==> config.mk <==
export PLATFORM = sky130hd
export DESIGN_NAME = mips32_state_dump_flat
export DESIGN_NICKNAME = d
export VERILOG_FILES = /design/src/rtl/mips32_state_dump_if.sv /design/src/rtl/mips32_state_dump.sv /design/src/flat_wrapper.sv
export SDC_FILE = /design/constraint.sdc
export NUM_CORES = 1
export LEC_CHECK = 0
export CAP_MARGIN = 5
export CORE_MARGIN = 1
export CORE_UTILIZATION = 46
export CTS_BUF_LIST = sky130_fd_sc_hd__clkbuf_4
export DETAILED_ROUTE_END_ITERATION = 8
export PLACE_DENSITY = 0.86
export SYNTH_ARGS = -nofsm -noshare
export SYNTH_HDL_FRONTEND = slang
export SYNTH_SLANG_ARGS = --single-unit
==> constraint.sdc <==
create_clock -name clk -period 4.8 [get_ports clk]
set_input_delay 0.48 -clock clk [delete_from_list [all_inputs] [get_ports clk]]
set_output_delay 0.48 -clock clk [all_outputs]
set_load 0.005 [all_outputs]
==> src/rtl/mips32_state_dump_if.sv <==
// Bus bundle for the CPU state dumper: control, register/memory read ports and output stream.
// master = dump engine side, slave = CPU/consumer side.
interface mips32_state_dump_if #(
   parameter int DATA_W    = 32,
   parameter int REG_DEPTH = 32,
   parameter int MEM_DEPTH = 32
);
   localparam int REG_AW = $clog2(REG_DEPTH);
   localparam int MEM_AW = $clog2(MEM_DEPTH);

   logic              start;
   logic              halt_cpu;
   logic [REG_AW-1:0] reg_rd_addr;
   logic [DATA_W-1:0] reg_rd_data;
   logic [MEM_AW-1:0] mem_rd_addr;
   logic [DATA_W-1:0] mem_rd_data;
   logic              out_valid;
   logic              out_ready;
   logic [DATA_W-1:0] out_data;
   logic              out_src;
   logic              out_last;
   logic              busy;
   logic              done;

   modport master (
      input  start, reg_rd_data, mem_rd_data, out_ready,
      output halt_cpu, reg_rd_addr, mem_rd_addr, out_valid, out_data, out_src, out_last, busy, done
   );

   modport slave (
      output start, reg_rd_data, mem_rd_data, out_ready,
      input  halt_cpu, reg_rd_addr, mem_rd_addr, out_valid, out_data, out_src, out_last, busy, done
   );
endinterface

==> src/rtl/mips32_state_dump.sv <==
// Freezes the CPU and streams every register then every data-memory word out a ready/valid port.
// Optional DUMP_CHECKSUM_EN appends one XOR-of-all-words trailer word marked out_last.
//
// state    | meaning
// IDLE     | waiting for start, CPU running
// REG_SCAN | loading register-file words into the output slot
// MEM_SCAN | loading data-memory words into the output slot
// DRAIN    | waiting for the out_last word to be accepted
module mips32_state_dump #(
   parameter int DATA_W    = 32,
   parameter int REG_DEPTH = 32,
   parameter int MEM_DEPTH = 32
) (
   input logic clk,
   input logic rst,
   mips32_state_dump_if.master bus
);
   localparam int REG_AW = $clog2(REG_DEPTH);
   localparam int MEM_AW = $clog2(MEM_DEPTH);
   localparam logic [REG_AW-1:0] REG_LAST = REG_AW'(REG_DEPTH - 1);
   localparam logic [MEM_AW-1:0] MEM_LAST = MEM_AW'(MEM_DEPTH - 1);

   typedef enum logic [1:0] {IDLE, REG_SCAN, MEM_SCAN, DRAIN} state_t;

   state_t            state, state_nxt;
   logic [REG_AW-1:0] reg_idx;
   logic [MEM_AW-1:0] mem_idx;
   logic [DATA_W-1:0] out_data_q;
   logic              out_valid_q, out_src_q, out_last_q, done_q;
   logic              slot_free, xfer_last;
`ifdef DUMP_CHECKSUM_EN
   logic [DATA_W-1:0] csum;
`endif

   assign slot_free = !out_valid_q || bus.out_ready;
   assign xfer_last = out_valid_q && bus.out_ready && out_last_q;

   always_ff @(posedge clk or posedge rst) begin
      if (rst) state <= IDLE;
      else     state <= state_nxt;
   end

   always_comb begin
      state_nxt = state;
      case (state)
         IDLE:     if (bus.start) state_nxt = REG_SCAN;
         REG_SCAN: if (slot_free && reg_idx == REG_LAST) state_nxt = MEM_SCAN;
         MEM_SCAN: if (slot_free && mem_idx == MEM_LAST) state_nxt = DRAIN;
         DRAIN:    if (xfer_last) state_nxt = IDLE;
         default:  state_nxt = IDLE;
      endcase
   end

   always_comb begin
      bus.busy        = (state != IDLE);
      bus.halt_cpu    = (state != IDLE);
      bus.reg_rd_addr = (state == REG_SCAN) ? reg_idx : '0;
      bus.mem_rd_addr = (state == MEM_SCAN) ? mem_idx : '0;
   end

   // Indices saturate at their last entry so non-power-of-two depths never wrap.
   always_ff @(posedge clk or posedge rst) begin
      if (rst) begin
         reg_idx     <= '0;
         mem_idx     <= '0;
         out_data_q  <= '0;
         out_valid_q <= 1'b0;
         out_src_q   <= 1'b0;
         out_last_q  <= 1'b0;
         done_q      <= 1'b0;
`ifdef DUMP_CHECKSUM_EN
         csum        <= '0;
`endif
      end else begin
         done_q <= 1'b0;
         case (state)
            IDLE: if (bus.start) begin
               reg_idx <= '0;
               mem_idx <= '0;
`ifdef DUMP_CHECKSUM_EN
               csum    <= '0;
`endif
            end
            REG_SCAN: if (slot_free) begin
               out_data_q  <= bus.reg_rd_data;
               out_valid_q <= 1'b1;
               out_src_q   <= 1'b0;
               out_last_q  <= 1'b0;
               if (reg_idx != REG_LAST) reg_idx <= reg_idx + REG_AW'(1);
`ifdef DUMP_CHECKSUM_EN
               csum        <= csum ^ bus.reg_rd_data;
`endif
            end
            MEM_SCAN: if (slot_free) begin
               out_data_q  <= bus.mem_rd_data;
               out_valid_q <= 1'b1;
               out_src_q   <= 1'b1;
               if (mem_idx != MEM_LAST) mem_idx <= mem_idx + MEM_AW'(1);
`ifdef DUMP_CHECKSUM_EN
               out_last_q  <= 1'b0;
               csum        <= csum ^ bus.mem_rd_data;
`else
               out_last_q  <= (mem_idx == MEM_LAST);
`endif
            end
            DRAIN: begin
               if (xfer_last) begin
                  out_valid_q <= 1'b0;
                  out_last_q  <= 1'b0;
                  done_q      <= 1'b1;
               end
`ifdef DUMP_CHECKSUM_EN
               else if (slot_free && !out_last_q) begin
                  out_data_q  <= csum;
                  out_valid_q <= 1'b1;
                  out_src_q   <= 1'b1;
                  out_last_q  <= 1'b1;
               end
`endif
            end
            default: ;
         endcase
      end
   end

   assign bus.out_data  = out_data_q;
   assign bus.out_valid = out_valid_q;
   assign bus.out_src   = out_src_q;
   assign bus.out_last  = out_last_q;
   assign bus.done      = done_q;
endmodule
==> src/flat_wrapper.sv <==
// flat-port wrapper written by rule: the top's interface ports become plain ports
module mips32_state_dump_flat 
#(
   parameter int DATA_W    = 32,
   parameter int REG_DEPTH = 32,
   parameter int MEM_DEPTH = 32
)
  (clk, rst, bus_start, bus_reg_rd_data, bus_mem_rd_data, bus_out_ready, bus_halt_cpu, bus_reg_rd_addr, bus_mem_rd_addr, bus_out_valid, bus_out_data, bus_out_src, bus_out_last, bus_busy, bus_done);
  mips32_state_dump_if #(.DATA_W(DATA_W), .REG_DEPTH(REG_DEPTH), .MEM_DEPTH(MEM_DEPTH)) bus_i ();
  input logic clk;
  input logic rst;
  input wire logic [$bits(bus_i.start)-1:0] bus_start;
  input wire logic [$bits(bus_i.reg_rd_data)-1:0] bus_reg_rd_data;
  input wire logic [$bits(bus_i.mem_rd_data)-1:0] bus_mem_rd_data;
  input wire logic [$bits(bus_i.out_ready)-1:0] bus_out_ready;
  output wire logic [$bits(bus_i.halt_cpu)-1:0] bus_halt_cpu;
  output wire logic [$bits(bus_i.reg_rd_addr)-1:0] bus_reg_rd_addr;
  output wire logic [$bits(bus_i.mem_rd_addr)-1:0] bus_mem_rd_addr;
  output wire logic [$bits(bus_i.out_valid)-1:0] bus_out_valid;
  output wire logic [$bits(bus_i.out_data)-1:0] bus_out_data;
  output wire logic [$bits(bus_i.out_src)-1:0] bus_out_src;
  output wire logic [$bits(bus_i.out_last)-1:0] bus_out_last;
  output wire logic [$bits(bus_i.busy)-1:0] bus_busy;
  output wire logic [$bits(bus_i.done)-1:0] bus_done;
  assign bus_i.start = bus_start;
  assign bus_i.reg_rd_data = bus_reg_rd_data;
  assign bus_i.mem_rd_data = bus_mem_rd_data;
  assign bus_i.out_ready = bus_out_ready;
  assign bus_halt_cpu = bus_i.halt_cpu;
  assign bus_reg_rd_addr = bus_i.reg_rd_addr;
  assign bus_mem_rd_addr = bus_i.mem_rd_addr;
  assign bus_out_valid = bus_i.out_valid;
  assign bus_out_data = bus_i.out_data;
  assign bus_out_src = bus_i.out_src;
  assign bus_out_last = bus_i.out_last;
  assign bus_busy = bus_i.busy;
  assign bus_done = bus_i.done;
  mips32_state_dump #(.DATA_W(DATA_W), .REG_DEPTH(REG_DEPTH), .MEM_DEPTH(MEM_DEPTH)) u_core (.clk(clk), .rst(rst), .bus(bus_i));
endmodule
==> reports/results.txt <==
Status - finished clean
Post-CTS resize count - 0
Nets - 425
Layout cells sized above 1 - 5.714%
Setup CP Type - reg2out
Combinational Power Share - 57.5%
# rows - 26
Die width - 75.83 um
All-Layer GR Usage - 19.98%
Achievable Freq - 326.7 MHz
Area contributors post-synth - dfrtp_1 48%, mux2i_1 13%, o21ai_1 7.4%, nand2_1 5.8%, ha_1 4.0%
GP Congestion - 0.7501
Initial antenna violation count - 0
Number of global-route vias before repair - 1,971
Placeable Area - 0.005172 mm2
DIE AREA - 0.005750 mm2
Worst-Margin Slew - 991.4 ps
Deepest clock path buffer count - 2
CTS tree - built
Fillers - 402
Final cell utilization of the core - 72.23%
P_int - 0.001314 W
Vias per cell - 4.912
Via count - 2,063
Primary FF master, synth - dfrtp_1
Yosys warnings - 0
Post-Synthesis Cells - 239
Worst path slowest cell - ha_2
Post-route DRC - 0
PD cells - 569.5 mW/mm2
First-pass GRT wire length - 8.638 mm
Switching pwr - 0.0008136 W
Async SR Flop Fraction - 100.0%
Number of I/O pins - 116
TritonCTS buffer count - 5
Initial drt markers - 73
Final wirelength - 5.580 mm
Leak - 1.603 nW
Worst Path Required - 4320 ps
Final setup TNS - 0 ps
Flop pwr share - 31.8%
Post-synth cell types - 39
TritonRoute pass-1 iters - 4
Antenna viol nets, final - 0
Tmin final - 3061 ps
Area Overhead vs Synth - 49.00%
Pin count of the biggest net entering global routing - 49
Worst-Skew Late Latency - 360 ps
Max_slew headroom - 33.90%
Crit end category - primary output
Most common cell in the synthesized netlist - dfrtp_1
Slew Viols, Final - 0
Worst IR drop on VDD - 0.2766 mV
RSZ-0062 raised after global routing - no
Remaining Overflow, GRT - 0
Switching part of the total - 38.24%
Avg WL per Cell - 13.29 um
Most frequent cells after synthesis - 48 x dfrtp_1, 39 x nand2_1, 37 x o21ai_1, 32 x mux2i_1, 10 x and2_1
Crit path DAT - 2580 ps
Clock power share - 10.8%
Sequential share of the synthesized area - 47.90%
Synthesized area per cell - 10.49 um2
Hold Violations, Final - 0
Max-Cap Viols - 0
Clock-pin slew on the worst setup and hold paths - 130 ps
Post-CTS Setup Inserts - 0
Starting Density - 48.48%
CP max stage delay - 550 ps
Final setup fails - 0
FF+latch count, synth - 48
Antenna diode count - 0
Syn Nets - 315
Sink Count - 48
Die Ht - 75.83 um
Post-synth EDFFs - 0
Synth area leader - dfrtp_1
Startpoint types - flop
Hold Path Class - reg2reg
Tcrit/Tclk final - 63.77%
Cell area after synthesis - 0.002507 mm2
H-tree levels - 2
Number of port buffers - 115
Clock Root Buffer - clkbuf_4
# hold bufs at CTS - 0
Fin Clk Skew - 10.49 ps
CP Max Fanout - 24
Top-area cell type share of the netlist area - 47.90%
CP cell instances - inv_1, ha_2, buf_4, and2_1, clkdlybuf4s50_1
Post-DP HPWL - 4.366 mm
## power groups by stage
stage | logic, W | clock network, W | registers, W
6_report | 0.00122 | 0.000229 | 0.000676
5_1_grt | 0.00137 | 0.000249 | 0.000700
4_1_cts | 0.00124 | 0.000239 | 0.000679
3_5_place_dp | 0.00125 | 0 | 0.000688
3_3_place_gp | 0.00121 | 0 | 0.000675
2_1_floorplan | 0.000810 | 0 | 0.000689
## area by class of cell
type / instances / area [um2] / share of cell area, %
well taps: 70 / 87.58 / 2.344
inverters: 7 / 26.28 / 0.7033
clock inverters: 3 / 37.54 / 1.005
repair buffers: 117 / 1166 / 31.21
multi-input cells: 170 / 1180 / 31.58
flip-flops and latches: 48 / 1201 / 32.15
clock buffers: 5 / 37.54 / 1.005
## critical path, delay by kind of cell (launching register included)
family                     cells  cell delay, ps
buffers and inverters          3            1020
DFF                            1             440
adders and majority gates      1             550
and+or+nand+nor                1             200
## stage by stage
stage                     instance area, um2  cells  total power [W]  hold slack (ps)  worst slack (ps)
after floorplan                         2507    239         0.001499            476.5              2994
after global placement                  3661    412         0.001884            465.3              2166
after detailed placement                3661    412         0.001933            475.8              2101
after CTS                               3736    420         0.002163            505.9              1674
after global routing                    3736    420         0.002322            518.0              1559
final                                   3736    420         0.002128            497.7              1739
## layout by cell type, fill, tap and decap left out, types with 2 or more instances in the layout
cell type	netlist	final
a22o_1	3	3
and2_1	10	10
and2b_1	2	2
and3_1	2	2
buf_4	2	2
clkbuf_4	0	5
clkdlybuf4s50_1	0	115
clkinv_1	0	2
dfrtp_1	48	48
ha_1	8	7
inv_1	7	6
mux2_1	2	2
mux2i_1	32	32
nand2_1	39	39
nand2b_1	4	4
nand3_1	3	3
nor2b_1	2	2
o21ai_0	4	4
o21ai_1	37	36
o21ai_2	2	2
o31ai_1	2	2
## final timing paths
path	cells past startpoint	end	from	slack (ps)
worst max-delay path	5	bus_mem_rd_addr[3]	u_core.state[0]$_DFFE_PP0P_	1740
worst min register to register	2	u_core.bus.out_data[6]$_DFFE_PP0P_	u_core.bus.out_data[6]$_DFFE_PP0P_	500
worst min-delay path	2	u_core.bus.out_data[6]$_DFFE_PP0P_	u_core.bus.out_data[6]$_DFFE_PP0P_	500
min in group asynchronous	2	u_core.bus.out_data[4]$_DFFE_PP0P_	rst	650
worst max register to register	7	u_core.bus.out_data[13]$_DFFE_PP0P_	u_core.state[0]$_DFFE_PP0P_	2210
max in group asynchronous	2	u_core.bus.out_data[25]$_DFFE_PP0P_	rst	3520
## routing by layer
layer | track usage [%] | up-vias | routed length, um
met5 | 0 | - | 0
met2 | 35.00 | 74 | 2729
li1 | - | 1049 | -
met3 | 5.423 | 5 | 498
met4 | 7.407 | 0 | 68
met1 | 23.38 | 935 | 2284
## flip-flops by register name (all words and copies together) (netlist names)
name	count
u_core.bus.out_valid	1
u_core.mem_idx	5
u_core.bus.out_last	1
u_core.state	2
u_core.bus.done	1
u_core.bus.out_data	32
u_core.reg_idx	5
u_core.bus.out_src	1
## kinds of logic (layout without fill, tap and decap cells)
logic type / after synthesis / in the layout / synth area share, %
DFF: 48 / 48 / 47.90
adders and majority gates: 8 / 8 / 3.992
muxes: 35 / 35 / 14.12
buffers and inverters: 21 / 132 / 5.589
and+or+nand+nor: 70 / 70 / 14.07
AOI/OAI and AO/OA: 57 / 57 / 14.32
No activity file was read; power rests on OpenSTA's default activity.
==> variant: new RTL, config.mk and constraints unchanged <==
Re-encode `state_t` (4 states) as one-hot, 4 bits wide.
--- a/src/rtl/mips32_state_dump.sv
+++ b/src/rtl/mips32_state_dump.sv
@@ -22,3 +22,3 @@
 
-   typedef enum logic [1:0] {IDLE, REG_SCAN, MEM_SCAN, DRAIN} state_t;
+   typedef enum logic [3:0] {IDLE = 4'b0001, REG_SCAN = 4'b0010, MEM_SCAN = 4'b0100, DRAIN = 4'b1000} state_t;
 
Check against the original RTL: no difference found for any inputs over 10 cycles, from zero or initial values and one cycle with rst high; not proved beyond that.
==> variant against the original RTL <==
Critical endpoint is now bus_mem_rd_addr[2]; wire length shrank 0.86%; design area rose by 1.0%; highest routed layer unchanged; largest cell class unchanged; critical path type unchanged; critical path depth down 2; sequential cell count rose by 2; count of clock-buffer cells in the layout did not move; register-to-register slack improved by 0.31 ns; total power decreased by 29%; clock skew down 0.0028 ns; worst setup slack improved by 0.13 ns; area after synthesis decreased by 0.15%.
==> variant: results (changes against the original RTL) <==
[final_layout]
drive_gt1_share_pct = 5.000  ; -0.71 points
final_cell_area_um2 = 3775  ; +1.0%

[global_route]
grt_pass1_wl_um = 8728  ; +1.0%
grt_max_degree = 51  ; +4.1%

[pwr]
power_leakage_uw = 0.001526  ; -4.8%

[routing]
wl_met1_um = 2328  ; +1.9%
dr.first_iter.drc_count = 55  ; -25%
wl_met3_um = 348  ; -30%
drt_pass1_iterations = 6  ; +2
wirelength_um = 5532  ; -0.86%
drt-vias-per-instance = 5.021  ; +2.2%

[yosys]
synth.top_cells.by_count = dfrtp_1 (49), nand2_1 (47), o21ai_1 (39)
seq_area_frac_synth_pct = 50.02  ; +2.1 points
syn-num-nets = 319  ; +1.3%
synth_area_leaders = dfrtp_1 (49%), mux2i_1 (13%), o21ai_1 (7.8%), nand2_1 (7.0%), and2_1 (2.5%)
synthCells = 247  ; +3.3%

[sta]
finClkSkew_ns = 0.007719  ; -0.002770 ns
tightest_slew_ns = 1.003  ; +0.01150 ns

[placement]
place_area_um2 = 3721  ; +1.6%
gp_congestion = 0.9061  ; +21%
dp.cells = 422  ; +2.4%

[run_status]
status = finished, final reports clean

[setup_path]
cp_top_family = simple AND/OR/NAND/NOR gates
cpPeakStageDelay_ns = 0.87  ; +0.32 ns
worstPathArrival_ns = 2.45  ; -0.13 ns

## variant: cell types whose count changed after synthesis, moves of 4 or more
cell / unedited run / this run
ha_1: 8 / 4
nor2_1: 1 / 6
nand2_1: 39 / 47
nand3_1: 3 / 8
buf_6: 7 / 0
o21ai_0: 4 / 0
clkbuf_1: 4 / 8
## variant: worst paths after layout
kind | endpoint | depth (start not counted) | slack, ns | startpoint
max | bus_mem_rd_addr[2] | 3 | 1.87 | u_core.state[1]$_DFFE_PP0P_
min | u_core.bus.out_data[26]$_DFFE_PP0P_ | 2 | 0.50 | u_core.bus.out_data[26]$_DFFE_PP0P_
max reg2reg | u_core.mem_idx[3]$_DFFE_PP0P_ | 4 | 2.52 | u_core.state[1]$_DFFE_PP0P_
min reg2reg | u_core.bus.out_data[26]$_DFFE_PP0P_ | 2 | 0.50 | u_core.bus.out_data[26]$_DFFE_PP0P_
max in group asynchronous | u_core.reg_idx[4]$_DFFE_PP0P_ | 2 | 3.53 | rst
min in group asynchronous | u_core.bus.out_data[13]$_DFFE_PP0P_ | 2 | 0.64 | rst
## variant: layout make-up
class / count / area share (%)
sequential: 50 / 33.18
tap: 70 / 2.320
clock inverter: 3 / 0.4309
inverter: 5 / 0.4972
multi-input combinational: 179 / 31.49
timing repair buffer: 118 / 31.09
clock buffer: 5 / 0.9944
## variant: cell families after synthesis
group	synth area share, %
AO/OA/AOI/OAI	13.49
adder cells (fa/ha/maj)	1.999
AND/OR/NAND/NOR	18.14
multiplexers	13.19
buffers and inverters	3.148
flip-flops	50.03
## variant: tightest hold or removal path, stage by stage (launching register included)
cell and delay, ns:
dfrtp_1 0.36, nand2_1 0.05, o21ai_1 0.06
## variant: report_power, final
group	switching (uW)	internal [uW]
sequential	98.8	563
combinational	263	400
clock	131	54.7
